[config.mk]
export PLATFORM = sky130hd
export DESIGN_NAME = front_panel_wb_master
export DESIGN_NICKNAME = d
export VERILOG_FILES = /design/src/rtl/front_panel_wb_master.sv
export SDC_FILE = /design/constraint.sdc
export NUM_CORES = 1
export LEC_CHECK = 0
export ABC_AREA = 1
export ABC_CLOCK_PERIOD_IN_PS = 4750
export BUFFER_PORTS_ARGS = -buffer_cell sky130_fd_sc_hd__buf_2
export CAP_MARGIN = 25
export CORE_UTILIZATION = 56
export CTS_BUF_LIST = sky130_fd_sc_hd__clkbuf_4 sky130_fd_sc_hd__clkbuf_8
export CTS_CLUSTER_DIAMETER = 150
export DETAILED_ROUTE_END_ITERATION = 7
export HOLD_SLACK_MARGIN = 0.06
export PLACE_DENSITY = 0.88
export SYNTH_ARGS = -nofsm -noshare
export SYNTH_HDL_FRONTEND = slang
export SYNTH_SLANG_ARGS = --single-unit
[constraint.sdc]
create_clock -name i_clk -period 4.75 [get_ports i_clk]
set_clock_uncertainty 0.1 [all_clocks]
set_input_delay 0.7125 -clock i_clk [delete_from_list [all_inputs] [get_ports i_clk]]
set_output_delay 0.7125 -clock i_clk [all_outputs]
set_load 0.02 [all_outputs]
[src/rtl/front_panel_wb_master.sv]
// rtl/front_panel_wb_master.sv - front-panel switch commands to single Wishbone pipelined transactions
module front_panel_wb_master #(
  parameter int WIDTH          = 8,
  parameter int ADDR_LINES     = 16,
  parameter int TIMEOUT_CYCLES = 255
) (
  input  logic                  i_clk,
  input  logic                  i_rst,
  input  logic                  i_run,
  input  logic                  i_cmd_examine,
  input  logic                  i_cmd_examine_next,
  input  logic                  i_cmd_deposit,
  input  logic                  i_cmd_deposit_next,
  input  logic [ADDR_LINES-1:0] i_addr_sw,
  input  logic [WIDTH-1:0]      i_data_sw,
  output logic                  o_wb_cyc,
  output logic                  o_wb_stb,
  output logic                  o_wb_we,
  output logic [ADDR_LINES-1:0] o_wb_addr,
  output logic [WIDTH-1:0]      o_wb_data,
  input  logic                  i_wb_ack,
  input  logic                  i_wb_stall,
  input  logic [WIDTH-1:0]      i_wb_data,
  output logic [ADDR_LINES-1:0] o_addr_led,
  output logic [WIDTH-1:0]      o_data_led,
  output logic                  o_busy,
  output logic                  o_timeout
);

  // Counter must hold TIMEOUT_CYCLES itself, since it increments on the aborting cycle too.
  localparam int CW = $clog2(TIMEOUT_CYCLES + 1);
  localparam logic [CW-1:0] CNT_LAST = CW'(TIMEOUT_CYCLES - 1);

  typedef enum logic [1:0] {
    S_IDLE,
    S_REQ,
    S_WAIT_ACK
  } state_t;

  state_t                state;
  logic [CW-1:0]         tmo_cnt;
  logic [ADDR_LINES-1:0] addr_reg;

  logic                  any_cmd;
  logic                  cmd_write;
  logic [ADDR_LINES-1:0] new_addr;

  assign o_addr_led = addr_reg;

  // Decode the highest-priority panel pulse into direction and target address.
  always_comb begin
    any_cmd   = i_cmd_examine | i_cmd_examine_next | i_cmd_deposit | i_cmd_deposit_next;
    cmd_write = 1'b0;
    new_addr  = addr_reg;
    if (i_cmd_examine) begin
      new_addr = i_addr_sw;
    end else if (i_cmd_examine_next) begin
      new_addr = addr_reg + ADDR_LINES'(1);
    end else if (i_cmd_deposit) begin
      cmd_write = 1'b1;
    end else if (i_cmd_deposit_next) begin
      cmd_write = 1'b1;
      new_addr  = addr_reg + ADDR_LINES'(1);
    end
  end

  // Bus FSM: accept a command, present the strobe until not stalled, then await ack or timeout.
  always_ff @(posedge i_clk) begin
    if (i_rst) begin
      state      <= S_IDLE;
      tmo_cnt    <= '0;
      addr_reg   <= '0;
      o_wb_cyc   <= 1'b0;
      o_wb_stb   <= 1'b0;
      o_wb_we    <= 1'b0;
      o_wb_addr  <= '0;
      o_wb_data  <= '0;
      o_data_led <= '0;
      o_busy     <= 1'b0;
      o_timeout  <= 1'b0;
    end else begin
      case (state)
        S_IDLE: begin
          if (!i_run && any_cmd) begin
            addr_reg  <= new_addr;
            o_wb_addr <= new_addr;
            o_wb_we   <= cmd_write;
            o_wb_data <= i_data_sw;
            o_timeout <= 1'b0;
            tmo_cnt   <= '0;
            o_wb_cyc  <= 1'b1;
            o_wb_stb  <= 1'b1;
            o_busy    <= 1'b1;
            state     <= S_REQ;
          end
        end
        S_REQ: begin
          tmo_cnt <= tmo_cnt + CW'(1);
          if (tmo_cnt == CNT_LAST) begin
            o_wb_cyc  <= 1'b0;
            o_wb_stb  <= 1'b0;
            o_busy    <= 1'b0;
            o_timeout <= 1'b1;
            state     <= S_IDLE;
          end else if (!i_wb_stall) begin
            o_wb_stb <= 1'b0;
            state    <= S_WAIT_ACK;
          end
        end
        S_WAIT_ACK: begin
          tmo_cnt <= tmo_cnt + CW'(1);
          // An ack on the final counted cycle still completes normally.
          if (i_wb_ack) begin
            o_data_led <= o_wb_we ? o_wb_data : i_wb_data;
            o_wb_cyc   <= 1'b0;
            o_busy     <= 1'b0;
            state      <= S_IDLE;
          end else if (tmo_cnt == CNT_LAST) begin
            o_wb_cyc  <= 1'b0;
            o_busy    <= 1'b0;
            o_timeout <= 1'b1;
            state     <= S_IDLE;
          end
        end
        default: state <= S_IDLE;
      endcase
    end
  end

endmodule
==> reports/qor.yml <==
dieWidth_um: 71.5
critPathRequiredTime_ns: 4.88
antenna_found_initial: 0
crit_path_max_fanout: 18
dp_hpwl_um: 4860
synth-seq-cells: 47
max_freq_mhz: 471
final_cells: 533
p_switching_uw: 618
wl_um: 6710
ys_seq_area_share_pct: 34.8
syn_nets: 457
initial_core_util_pct: 60.1
num_vias: 2905
synth.distinct_cells: 30
n_fill_cell: 399
cts.sinks: 47
root_buffer: "clkbuf_8"
h-tree-depth: 2
clk_pin_slew_ns: 0.09
synth.cell_area_sq_mm: 0.00271
cts_buffers: 5
min_period_ns: 2.12
max-slew-margin-rel_pct: 53.5
slew_viol_final: 0
synth_edf_count: 0
cts_tree: "yes"
grt_usage_pct: 26.3
synth_top_area_share_pct: 34.8
cts-resized-gates: 0
drtAntennaViolNets: 0
holdWs_ns: 0.367
combPwrFrac_pct: 41.5
io_pins: 94
hold_buffers: 0
grt_pass1_vias: 2553
io_buffers: 93
cap_viol_max_count: 0
die_y_um: 71.5
grt_start_max_net_pins: 24
finalHoldViolCount: 0
critPathCaptureType: "flop"
final_cell_area_sq_mm: 0.00317
p_leak_uw: 0.00158
gp_congestion: 0.877
drc: 0
synth_async_sr_flop_share_pct: 0
drt_iter0_drc: 193
p_per_area_mw_per_mm2: 457
switching_share_pct: 42.6
p_int_uw: 832
via_per_inst: 5.45
grt_pass1_wl_um: 10800
critical_path.cell_chain: "buf_2, nor2_2, nand2_2, nand3_4, nor2_4, inv_2, nor2_1, nand2_1, a21oi_1"
path_delay_family: "simple AND/OR/NAND/NOR gates"
outcome: "finished, final reports clean"
cp_slowest_cell: "nor2_4"
synth_commonest_cells: "nand2_1, inv_1, dfxtp_1, nor2_1, a21oi_1"
setup_tns_ns: 0
drive_above_1_share_pct: 22.7
syn_area_per_cell_sq_um: 6.62
first_pass_iters: 4
yosys-top-cells-area: "dfxtp_1, nand2_1, a21oi_1"
synth_top_flop_cell: "dfxtp_1"
finalCoreUtilization_pct: 70.4
synth_area_leader_cell: "dfxtp_1"
fin_nets: 528
place_area_sq_mm: 0.00305
dieArea_sq_mm: 0.00512
hold_class: "flop to flop"
cp-start-kind: "input pin"
synthToLayoutAreaGrowth_pct: 17.1
crit_buf_inv: 2
syn_inst: 409
finalSetupViolations: 0
wl_per_cell_um: 12.6
grt-ovfl-total: 0
slowest_delay_ns: 0.33
placedCellCount: 525
diodes: 0
yosysMostFrequentCell: "nand2_1"
rows: 24
clk_path_buf_depth: 2
post-route-period-util_pct: 44.7
coreArea_sq_mm: 0.00450
ir_worst_vdd_mv: 0.240
synth_warnings: 0
clkLatencyLatePin_ns: 0.31
crit_type: "input pin to flop"
crit_arrival_ns: 2.25
rsz0062_at_grt: "false"
seq_power_share_pct: 37.3
tightest_slew_ns: 0.697
post_cts_buffers: 0
p_clk_share_pct: 21.1
sequential cells by signal, indices dropped and copies added (netlist names):
signal / count
o_addr_led: 16
o_wb_we: 1
state: 2
o_wb_cyc: 1
o_wb_data: 8
o_data_led: 8
o_wb_stb: 1
tmo_cnt: 8
o_busy: 1
o_timeout: 1
kinds of logic after synthesis:
| family | synth area share, % |
|---|---|
| and+or+nand+nor | 29.5 |
| DFF | 34.8 |
| buffers and inverters | 14.2 |
| xor gates and xnor gates | 0.647 |
| adders and majority gates | 3.24 |
| AOI/OAI and AO/OA | 17.6 |
layout by cell type, fill, tap and decap left out, types with 2 or more instances in the layout:
cell type,synthesis,final
a21oi_1,40,40
ha_1,7,7
dfxtp_1,47,47
clkbuf_8,0,6
nand3_1,27,27
o21a_1,2,2
o211ai_1,8,8
inv_2,2,2
buf_2,1,93
inv_1,51,51
a31oi_1,2,2
nor2_1,44,44
o21ai_1,5,5
o21ai_0,22,22
a211oi_1,2,2
nand4_1,11,11
nor3_1,5,5
nand3b_1,2,2
nand2_1,93,93
xor2_1,2,2
power by group through the flow:
stage	logic, uW	registers [uW]	clock network, uW
6_report	602	541	307
4_1_cts	602	540	309
3_3_place_gp	586	545	0
2_1_floorplan	395	617	0
5_1_grt	664	554	323
3_5_place_dp	596	549	0
worst min-delay path: stages (launching register included):
cell     delay [ns]
dfxtp_1        0.32
inv_1          0.06
a21oi_1        0.05
layout make-up:
cell class                 count  area, sq um  area share (%)
timing repair buffer          93          465            14.7
sequential                    47          941            29.7
clock inverter                 2         35.0            1.11
clock buffer                   6         82.6            2.61
multi-input combinational    280         1380            43.6
tap                           52         65.1            2.05
inverter                      53          199            6.28
worst paths after layout:
check | start | endpoint | slack, ns | depth (start not counted)
hold reg to reg | o_wb_data[2] | o_wb_data[2] | 0.37 | 2
setup reg to reg | state[0] | o_addr_led[14] | 2.71 | 8
hold / removal | o_wb_data[2] | o_wb_data[2] | 0.37 | 2
setup / recovery | i_cmd_examine | o_addr_led[14] | 2.63 | 9
layer usage:
layer / share of wire, % / GRT usage (%)
met4: 1.7 / 10.5
met5: 0 / 0
met2: 48 / 46.2
met3: 7.7 / 4.64
met1: 42 / 32.0
per-stage QoR:
stage          worst slack [ns]  power, uW
3_5_place_dp               2.37       1140
6_report                   2.63       1450
2_1_floorplan              3.06       1010
5_1_grt                    2.48       1540
4_1_cts                    2.64       1450
3_3_place_gp               2.44       1130
Note: power is estimated with default switching activity, not from simulation.
